<file path="config.mk">
export PLATFORM = sky130hd
export DESIGN_NAME = social_energy_fsm
export DESIGN_NICKNAME = d
export VERILOG_FILES = /design/src/rtl/social_energy_fsm.sv
export SDC_FILE = /design/constraint.sdc
export NUM_CORES = 1
export LEC_CHECK = 0
export CAP_MARGIN = 20
export CORE_MARGIN = 4
export CORE_UTILIZATION = 25
export DETAILED_ROUTE_END_ITERATION = 10
export PLACE_DENSITY = 0.44
export SLEW_MARGIN = 20
export SYNTH_ARGS = -nofsm -noshare
export SYNTH_HDL_FRONTEND = slang
export SYNTH_SLANG_ARGS = --single-unit
</file>
<file path="constraint.sdc">
create_clock -name clk -period 3.45 [get_ports clk]
set_input_delay 0.69 -clock clk [delete_from_list [all_inputs] [get_ports clk]]
set_output_delay 0.69 -clock clk [all_outputs]
set_load 0.01 [all_outputs]
</file>
<file path="src/rtl/social_energy_fsm.sv">
// Four-mood social-energy state machine: HAPPY / AWKWARD / VERY_HAPPY / DRAINED,
// driven by a saturating energy counter and a minimum-dwell anti-flicker timer.
module social_energy_fsm #(
  parameter int ENERGY_W       = 6,
  parameter int ENERGY_MAX     = 48,
  parameter int DRAIN_UNKNOWN  = 4,
  parameter int DRAIN_KNOWN    = 1,
  parameter int RECHARGE       = 3,
  parameter int LOW_THRESH     = 8,
  parameter int RECOVER_THRESH = 24,
  parameter int MIN_DWELL      = 3
) (
  input  logic                clk,
  input  logic                reset,
  input  logic                unknown_people,
  input  logic                comfort_zone,
  input  logic                known_people,
  output logic [2:0]          out,
  output logic [ENERGY_W-1:0] energy,
  output logic                drained,
  output logic                state_chg
);

  localparam int DWELL_W = (MIN_DWELL < 2) ? 1 : $clog2(MIN_DWELL + 1);

  typedef enum logic [2:0] {
    HAPPY      = 3'b000,
    AWKWARD    = 3'b001,
    VERY_HAPPY = 3'b010,
    DRAINED    = 3'b011
  } mood_t;

  typedef enum logic [1:0] {
    DOM_NONE,
    DOM_UNKNOWN,
    DOM_KNOWN,
    DOM_COMFORT
  } dom_t;

  mood_t                state;
  mood_t                state_next;
  dom_t                 dom;
  logic [DWELL_W-1:0]   dwell;
  logic [DWELL_W-1:0]   dwell_next;
  logic [ENERGY_W-1:0]  energy_next;
  int                   e_cur;
  int                   e_new;

  // NOTE: every signal written here gets a default first so no latch is inferred.
  always_comb begin
    dom         = DOM_NONE;
    e_cur       = int'(energy);
    e_new       = e_cur;
    state_next  = state;
    dwell_next  = dwell;

    // Each mood resolves simultaneous inputs with its own priority.
    case (state)
      HAPPY: begin
        if      (known_people)   dom = DOM_KNOWN;
        else if (unknown_people) dom = DOM_UNKNOWN;
        else if (comfort_zone)   dom = DOM_COMFORT;
      end
      AWKWARD: begin
        if      (unknown_people) dom = DOM_UNKNOWN;
        else if (comfort_zone)   dom = DOM_COMFORT;
        else if (known_people)   dom = DOM_KNOWN;
      end
      VERY_HAPPY: begin
        if      (comfort_zone)   dom = DOM_COMFORT;
        else if (known_people)   dom = DOM_KNOWN;
        else if (unknown_people) dom = DOM_UNKNOWN;
      end
      DRAINED: begin
        if (comfort_zone) dom = DOM_COMFORT;
      end
      default: dom = DOM_NONE;
    endcase

    // Saturating energy update; never wraps at either end.
    case (dom)
      DOM_UNKNOWN: e_new = (e_cur > DRAIN_UNKNOWN) ? e_cur - DRAIN_UNKNOWN : 0;
      DOM_KNOWN:   e_new = (e_cur > DRAIN_KNOWN) ? e_cur - DRAIN_KNOWN : 0;
      DOM_COMFORT: e_new = (e_cur + RECHARGE > ENERGY_MAX) ? ENERGY_MAX : e_cur + RECHARGE;
      default:     e_new = e_cur;
    endcase
    energy_next = ENERGY_W'(e_new);

    if (state != HAPPY && state != AWKWARD && state != VERY_HAPPY && state != DRAINED) begin
      state_next = AWKWARD;
    end else if (state != DRAINED && e_cur <= LOW_THRESH) begin
      state_next = DRAINED;
    end else if (state == DRAINED) begin
      if (e_cur >= RECOVER_THRESH) state_next = VERY_HAPPY;
    end else if (dwell == DWELL_W'(MIN_DWELL)) begin
      case (dom)
        DOM_KNOWN:   state_next = HAPPY;
        DOM_UNKNOWN: state_next = AWKWARD;
        DOM_COMFORT: state_next = VERY_HAPPY;
        default:     state_next = state;
      endcase
    end

    if (state_next != state)                 dwell_next = '0;
    else if (dwell != DWELL_W'(MIN_DWELL))   dwell_next = dwell + 1'b1;
  end

  // NOTE: sequential state uses non-blocking assignments only.
  // out/drained are registered from the next state so they always mirror the state register.
  always_ff @(posedge clk) begin
    if (reset) begin
      state     <= AWKWARD;
      energy    <= ENERGY_W'(ENERGY_MAX);
      dwell     <= '0;
      state_chg <= 1'b0;
      out       <= AWKWARD;
      drained   <= 1'b0;
    end else begin
      state     <= state_next;
      energy    <= energy_next;
      dwell     <= dwell_next;
      state_chg <= (state_next != state);
      out       <= state_next;
      drained   <= (state_next == DRAINED);
    end
  end

endmodule

</file>
==> flow_summary.json <==
{
  "critPathCaptureType": "register",
  "n_antenna_cell": 0,
  "dr_total_vias": 1222,
  "rsz0062_at_grt": "false",
  "post-route-min-period_ns": 2.47,
  "tightestPinTransition_ns": 0.669,
  "worst_ep_arrival_time_ns": 2.60,
  "syn_avg_cell_area_um2": 7.88,
  "vias_per_cell": 5.18,
  "initial_core_util_pct": 26.5,
  "syn2layout_area_growth_pct": 17.1,
  "dp_cells": 232,
  "gr-usage-all-layers_pct": 11.4,
  "ant_nets": 0,
  "p_leak_nw": 0.548,
  "fin_skew_ns": 0.00330,
  "finalNonFillerCells": 236,
  "clockBufferDepth": 2,
  "placed_area_um2": 1460,
  "portBuffers": 15,
  "worst_path_max_delay_cell": "clkdlybuf4s50_1",
  "fp.dieW_um": 79.7,
  "ios": 16,
  "hpwlAfterDp_um": 2560,
  "netlist_instances": 163,
  "yosysWarnings": 0,
  "outcome": "finished clean",
  "clock_latency_ns": 0.24,
  "grt.overflow.total": 0,
  "finalCoreUtilization_pct": 31.0,
  "cts_buffers": 3,
  "ir_drop_mv": 0.133,
  "cts.hold.buffers_added": 0,
  "die_area_um2": 6350,
  "num_rows": 25,
  "die_h_um": 79.7,
  "drv_slew": 0,
  "hold_ws_ns": 0.550,
  "drc": 0,
  "final.period_utilization_pct": 71.5,
  "setup_viol": 0,
  "maxSlewHeadroom_pct": 55.4,
  "dpl_worst_slack_ns": 0.766,
  "post-route-cell-area_um2": 1500,
  "synth_cell_type_count": 57,
  "first_pass_iters": 4,
  "grt_antenna_before_repair": 0,
  "tritoncts": "done",
  "core_area_um2": 4850,
  "multiInputGateArea_um2": 941,
  "synth.cell_area_um2": 1280,
  "grt_pass1_wl_um": 5760,
  "cellPowerDensity_nw_per_um2": 337,
  "fillCellCount": 505,
  "crit_path_max_fanout": 11,
  "postCtsSetupRepairBufs": 0,
  "cts_sinks": 13,
  "htree_levels": 1,
  "grt_max_degree": 20,
  "avgRoutedWirePerCell_um": 14.3,
  "crit_chain": "clkdlybuf4s50_1, o2bb2ai_1, a21oi_1, nand2_1, a221oi_1, nor3_1, nor2b_1",
  "clockRootBuffer": "clkbuf_8",
  "wirelength_um": 3370,
  "yosysMostFrequentCell": "nor2_1",
  "cap_viol_max_count": 0,
  "min_path_type": "reg -> reg",
  "crit_type": "in -> reg",
  "critPathMaxStageDelay_ns": 0.68,
  "synth_edf_count": 0,
  "ys_async_sr_fraction_pct": 0,
  "required_ns": 3.58,
  "drt-initial-drc-count": 42,
  "syn_nets": 178,
  "finalPower_mw": 0.506,
  "clk_pin_slew_worst_paths_ns": 0.05,
  "place.gp.congestion": 0.910,
  "hold_violations": 0,
  "cts_resized": 0,
  "synth_seq_cells": 13,
  "grt_pass1_vias": 1247,
  "cp-start-kind": "input pin",
  "synth_flop_cell": "dfxtp_1",
  "fmax_ghz": 0.406,
  "yosys.area.top_type": "dfxtp_1",
  "synthTopCellsByArea": "dfxtp_1 20%, ha_1 9.7%, nor2_1 4.4%",
  "ys_top_cells_by_count": "15 x nor2_1, 13 x dfxtp_1, 11 x nand2_1, 10 x ha_1",
  "ys_seq_area_share_pct": 20.3,
  "tns_ns": 0,
  "setup_ws_ns": 0.985,
  "nets": 185,
  "layout-drive-gt1-share_pct": 10.1,
  "seq_area_um2": 260,
  "synth.top_cell.area_share_pct": 20.3
}
-- worst max-delay path: cells and delay by family --
kind            cells  cell delay [ns]
simple gates        3             0.35
buf+inv             1             0.68
compound gates      3             0.87
-- routing by layer --
| layer | global-route usage (%) | up-vias | routed length (um) |
|---|---|---|---|
| met5 | 0 | - | 0 |
| met4 | 4.64 | 0 | 68 |
| met3 | 3.50 | 8 | 188 |
| met2 | 18.8 | 32 | 1560 |
| met1 | 13.6 | 569 | 1560 |
| li1 | - | 613 | - |
-- power by group --
group | total, mW | leakage, nW | internal, mW | switching, mW
logic | 0.170 | 0.418 | 0.0804 | 0.0892
clock network | 0.138 | 0.0228 | 0.0816 | 0.0568
registers | 0.198 | 0.107 | 0.161 | 0.0368
total | 0.506 | 0.548 | 0.323 | 0.183
-- worst paths after layout --
kind,start,to,slack (ns),depth (start not counted)
min reg2reg,dwell[1],dwell[1],0.55,2
max,unknown_people,drained,0.98,7
max reg2reg,energy[3],energy[3],1.21,8
min,dwell[1],dwell[1],0.55,2
-- layout by cell type, fill, tap and decap left out, drive strengths merged, types with 3 or more instances in the layout --
master         count
dfxtp             13
a211oi             5
a21oi              5
nor3               9
o21ai              9
nand2b             4
clkbuf             4
clkdlybuf4s50     15
nand2             12
nor2b              6
a31oi              5
ha                10
o211ai             4
nand3              7
nor2              16
inv                6
nand4              3
-- cell type report --
class | instances | share of cell area (%)
Multi-Input combinational cell | 131 | 62.6
Tap cell | 67 | 5.58
Sequential cell | 13 | 17.3
Inverter | 6 | 1.50
Clock buffer | 4 | 3.00
Timing Repair Buffer | 15 | 9.99
-- cell families after synthesis --
kind of cell | synth area share, %
compound gates | 30.1
xor+xnor | 2.05
fa+ha+maj | 9.75
buf+inv | 6.43
flops | 20.3
mux | 3.31
other cells | 0.292
simple gates | 27.8
-- registers in the layout, indices dropped and copies added, names as in the netlist --
signal	count
drained	1
state	3
state_chg	1
dwell	2
energy	6
No activity file was read; power rests on OpenSTA's default activity.
